==> src/rtl/cond_logic.sv <==
// cond_logic: conditional-execution stage of the single-cycle ARM datapath.
// It holds the architectural NZCV flag register and evaluates the
// instruction's condition field against it. The decoder's PCS/RegW/MemW are
// gated by the result, and ALU flags are committed under FlagW control.
//
// Optional feature: define COND_PERF_CNT_EN to build the executed/skipped
// instruction counters. Without it ExecCnt/SkipCnt are tied to 0 and CntClr
// is ignored.
//
// Ports:
//   clk         rising-edge clock
//   reset       asynchronous active-low reset, clears flags and counters
//   InstrValid  current instruction is real (0 behaves as a NOP)
//   Cond        condition field, instruction bits [31:28]
//   ALUFlags    {N,Z,C,V} produced by the ALU for this instruction
//   FlagW       bit1 enables N,Z update; bit0 enables C,V update
//   PCS/RegW/MemW            decoder controls before condition gating
//   PCSrc/RegWrite/MemWrite  condition-gated controls
//   CondEx      condition passed for the current instruction
//   Flags       registered {N,Z,C,V}
//   CntClr      synchronous clear of both counters
//   ExecCnt     saturating count of executed instructions
//   SkipCnt     saturating count of skipped instructions
module cond_logic #(
  parameter int unsigned CNT_W = 16
) (
  input  logic             clk,
  input  logic             reset,
  input  logic             InstrValid,
  input  logic [3:0]       Cond,
  input  logic [3:0]       ALUFlags,
  input  logic [1:0]       FlagW,
  input  logic             PCS,
  input  logic             RegW,
  input  logic             MemW,
  output logic             PCSrc,
  output logic             RegWrite,
  output logic             MemWrite,
  output logic             CondEx,
  output logic [3:0]       Flags,
  input  logic             CntClr,
  output logic [CNT_W-1:0] ExecCnt,
  output logic [CNT_W-1:0] SkipCnt
);

  logic [3:0] flags_q, flags_d;
  logic       flag_n, flag_z, flag_c, flag_v;
  logic       cond_pass;

  assign flag_n = flags_q[3];
  assign flag_z = flags_q[2];
  assign flag_c = flags_q[1];
  assign flag_v = flags_q[0];

  // Condition table on the registered flags; 1111 is reserved and never passes.
  always_comb begin
    cond_pass = 1'b0;
    unique case (Cond)
      4'b0000: cond_pass = flag_z;
      4'b0001: cond_pass = ~flag_z;
      4'b0010: cond_pass = flag_c;
      4'b0011: cond_pass = ~flag_c;
      4'b0100: cond_pass = flag_n;
      4'b0101: cond_pass = ~flag_n;
      4'b0110: cond_pass = flag_v;
      4'b0111: cond_pass = ~flag_v;
      4'b1000: cond_pass = flag_c & ~flag_z;
      4'b1001: cond_pass = ~flag_c | flag_z;
      4'b1010: cond_pass = (flag_n == flag_v);
      4'b1011: cond_pass = (flag_n != flag_v);
      4'b1100: cond_pass = ~flag_z & (flag_n == flag_v);
      4'b1101: cond_pass = flag_z | (flag_n != flag_v);
      4'b1110: cond_pass = 1'b1;
      4'b1111: cond_pass = 1'b0;
      default: cond_pass = 1'b0;
    endcase
  end

  assign CondEx   = InstrValid & cond_pass;
  assign PCSrc    = PCS & CondEx;
  assign RegWrite = RegW & CondEx;
  assign MemWrite = MemW & CondEx;
  assign Flags    = flags_q;

  // N,Z and C,V halves commit independently, only for executed instructions.
  always_comb begin
    flags_d = flags_q;
    if (CondEx) begin
      if (FlagW[1]) flags_d[3:2] = ALUFlags[3:2];
      if (FlagW[0]) flags_d[1:0] = ALUFlags[1:0];
    end
  end

  always_ff @(posedge clk or negedge reset) begin
    if (!reset) begin
      flags_q <= 4'b0000;
    end else begin
      flags_q <= flags_d;
    end
  end

`ifdef COND_PERF_CNT_EN
  logic [CNT_W-1:0] exec_q, exec_d;
  logic [CNT_W-1:0] skip_q, skip_d;

  // Clear wins over increment; both counters stick at all-ones.
  always_comb begin
    exec_d = exec_q;
    skip_d = skip_q;
    if (CntClr) begin
      exec_d = '0;
      skip_d = '0;
    end else if (InstrValid) begin
      if (CondEx) begin
        if (exec_q != '1) exec_d = exec_q + CNT_W'(1);
      end else begin
        if (skip_q != '1) skip_d = skip_q + CNT_W'(1);
      end
    end
  end

  always_ff @(posedge clk or negedge reset) begin
    if (!reset) begin
      exec_q <= '0;
      skip_q <= '0;
    end else begin
      exec_q <= exec_d;
      skip_q <= skip_d;
    end
  end

  assign ExecCnt = exec_q;
  assign SkipCnt = skip_q;
`else
  logic unused_cnt_clr;
  assign unused_cnt_clr = CntClr;
  assign ExecCnt        = '0;
  assign SkipCnt        = '0;
`endif

endmodule
==> config.mk <==
export PLATFORM = sky130hd
export DESIGN_NAME = cond_logic
export DESIGN_NICKNAME = d
export VERILOG_FILES = /design/src/rtl/cond_logic.sv
export SDC_FILE = /design/constraint.sdc
export NUM_CORES = 1
export LEC_CHECK = 0
export ABC_AREA = 1
export CAP_MARGIN = 40
export CORE_ASPECT_RATIO = 0.7
export CORE_UTILIZATION = 32
export CTS_BUF_LIST = sky130_fd_sc_hd__clkbuf_2
export DETAILED_ROUTE_END_ITERATION = 12
export HOLD_SLACK_MARGIN = 0.1
export PLACE_DENSITY = 0.81
export SETUP_SLACK_MARGIN = 0.2
export SLEW_MARGIN = 20
export SYNTH_ARGS = -nofsm -noshare
export SYNTH_HDL_FRONTEND = slang
export SYNTH_SLANG_ARGS = --single-unit
==> constraint.sdc <==
create_clock -name clk -period 1.9 [get_ports clk]
set_input_delay 0.38 -clock clk [delete_from_list [all_inputs] [get_ports clk]]
set_output_delay 0.38 -clock clk [all_outputs]
set_load 0.02 [all_outputs]
==> results.md <==
- Fin Setup TNS: -0.2601 ns
- Failing checks: negative setup slack
- WS Path Type: reg2out
- PD cells: 875.0 nW/µm²
- WP data required: 1.52 ns
- Sequential fraction of the synthesis area: 0.1521
- Leakage: 0.5569 nW
- Area of the mapped netlist: 658.1 µm²
- CTS H-tree lvls: 1
- Most frequent cell after synthesis: buf_4
- Yosys top cell by area: buf_4
- Post-synth EDFFs: 0
- CTS buffer count: 3
- Crit path depth: 10
- Root Driver: clkbuf_2
- Placer Congestion: 0.8169
- Pre-antenna DRT Iters: 4
- Hpwl dp: 1226 µm
- Core Rows: 13
- F_max: 0.5056 GHz
- Core box area: 1903 µm²
- #FFs+latches synth: 4
- # diodes: 0
- Cell Chain, Critical Path: a21oi_1, nand2_1, nand2_1, nand2_1, nand3_2, nand2_2, nand2_4, nand2_8, nor2_4, buf_6
- Setup Viol. Count Final: 4
- Die area: 2245 µm²
- Port-buffer cells: 23
- Prevailing post-synth register cell: dfrtp_1
- DRT iter0 DRCs: 12
- Initial antenna violation count: 0
- Worst-Skew Late Latency: 0.23 ns
- Synth Warn #: 0
- CP peak stage delay: 0.45 ns
- Top delay family on crit path: simple AND/OR/NAND/NOR gates
- Critical Path Sink Type: output port
- Total Nets Final: 161
- Final WL: 1513 µm
- FF-to-FF setup slack: 0.36 ns
- Total GRT Usage: 0.1345
- DRT antenna net count: 0
- Ys async rst share: 1.000
- Chip Width: 56.21 µm
- Largest net degree at the start of global routing: 9
- # IOs: 57
- Filler cells: 185
- Initial Utilization: 0.3458
- CTS tree: yes
- Max-cap viol count: 0
- Worst Slack Setup Final: -0.07785 ns
- Max FFs per register: 4
- Mapped Cells: 106
- Number of remaining DRC errors: 0
- Max VDD drop: 0.5125 mV
- Distinct cell type count of the synthesized netlist: 19
- Fin Hold WS: 0.3518 ns
- R2r endpoint: Flags[0]
- Status: finished with violations
- Vias post-DR: 674
- Startpoint types: register
- Most frequent cells after synthesis: 32 x buf_4, 30 x nand2_1, 9 x inv_1
- Worst-path clk slew: 0.06 ns
- CP Launch Point: Flags[2]
- GRT overflow: 0
- Final hold vios: 0
- Fin crit share: 1.041
- Routed len/inst: 9.170 µm
- Sequential standard cell area: 103.9 µm²
- Area of the multi-input gates: 454.2 µm²
- Tmin final: 1.978 ns
- Hold Crit Class: in2async
- Share of the synthesized area in the top cell type: 0.3650
- Skew final: 0.01958 ns
- Area Overhead vs Synth: 46.01%
- Reg-to-Reg Start: Flags[2]
- Worst Path Buf+Inv: 1
- Die height: 39.95 µm
- Vias per cell: 4.085
- Max-slew violation count: 0
- Vias in the first global route: 552
- Avg Cell Area, Syn: 6.209 µm²
- Crit Path Max Fanout: 4
- Unrepaired setup endpoints after global routing: true
- First-pass GRT wire length: 2277 µm
- Worst path slowest cell: dfrtp_2
- Sink Count: 4
- CTS max path bufs: 2
- Crit-path most repeated cell: nand2_1
- Share of cells above drive strength 1: 0.3007
- Crit path to: PCSrc
- Worst path arrival time: 1.60 ns
- Area contributors post-synth: buf_4 37%, nand2_1 17%, dfrtp_1 15%, inv_1 5.1%, nor2_1 4.0%
- Worst R2R Path Depth: 11
==> timing repair <==
| action | in CTS | in global routing |
|---|---|---|
| gates resized for setup | 44 | 5 |
| setup buffers | 1 | 0 |
| endpoints found under the setup margin | 10 | 6 |
| hold endpoints to repair | 0 | 0 |
| hold buffers | 0 | 0 |
| pin swaps | 5 | 1 |
==> placed cells by master (no fill, tap or decap) <==
master	n
nor3_4	1
nand2_8	1
nand2_4	1
nor2_1	4
or2_1	1
clkdlybuf4s50_1	11
nor2_2	1
a21oi_1	1
dfrtp_2	3
dlymetal6s2s_1	2
buf_4	10
nor2_4	3
dlygate4sd2_1	4
nand3_2	3
nand3_1	4
conb_1	32
o21a_1	1
nand2_1	28
inv_1	6
buf_2	2
clkbuf_2	4
inv_2	4
o21ai_2	1
nand4_1	4
dfrtp_1	1
buf_6	5
o21ai_0	1
nand2_2	3
inv_4	1
==> cell families after synthesis <==
kind of cell / Yosys count / synth area share
other: 1 / 0.005698
and+or+nand+nor: 54 / 0.3802
AOI/OAI and AO/OA: 4 / 0.03420
buffers and inverters: 43 / 0.4278
DFF: 4 / 0.1521
==> power by group <==
| part | total [mW] | leakage [nW] | internal [mW] | switching, mW |
|---|---|---|---|---|
| Clock | 0.100 | 0.0166 | 0.0555 | 0.0447 |
| Combinational | 0.571 | 0.494 | 0.242 | 0.329 |
| Sequential | 0.170 | 0.0462 | 0.124 | 0.0460 |
| Total | 0.841 | 0.557 | 0.421 | 0.420 |
==> per-stage QoR <==
step / instance area [µm²] / setup WS [ns] / utilization / std cells / power [mW]
final: 960.9 / -0.07785 / 0.5049 / 165 / 0.8408
after global routing: 960.9 / -0.1934 / 0.5049 / 165 / 0.9000
after CTS: 955.9 / -0.03564 / 0.5023 / 165 / 0.8294
after detailed placement: 903.4 / -0.8672 / 0.4747 / 160 / 0.6902
after global placement: 903.4 / -0.8195 / 0.4747 / 160 / 0.6735
after floorplan: 810.8 / 0.2025 / - / 137 / 0.5048
==> layout make-up <==
cell class              count  area share
repair buffers             34      0.3242
well taps                  22     0.02865
clock buffers               4     0.02083
multi-input cells          90      0.4727
inverters                  11     0.04557
flip-flops and latches      4      0.1081
==> metal layers <==
layer | routed length [µm] | up-vias | GRT usage | part of all wire
li1 | - | 339 | - | -
met1 | 587 | 303 | 0.1530 | 0.39
met2 | 841 | 30 | 0.2679 | 0.56
met3 | 77 | 2 | 0.01935 | 0.051
met4 | 7 | 0 | 0.05488 | 0.0046
met5 | 0 | - | 0 | 0
==> worst min path at each step <==
stage,depth (start not counted),start,slack (ns),end
6_report,1,reset,0.35,Flags[2]
5_1_grt,1,reset,0.37,Flags[2]
4_1_cts,1,reset,0.36,Flags[2]
3_5_place_dp,1,reset,0.61,Flags[1]
3_3_place_gp,1,reset,0.59,Flags[1]
2_1_floorplan,0,reset,0.08,Flags[0]
==> worst register-to-register path, cell delays in order (launching register included) <==
cell and delay, ns:
dfrtp_2 0.45, a21oi_1 0.17, nand2_1 0.08, nand2_1 0.10
nand2_1 0.07, nand3_2 0.08, nand2_2 0.06, nand2_4 0.08
buf_4 0.15, nand3_2 0.07, nand2_1 0.06, nand2_1 0.05
(Power assumes the default switching activity.)
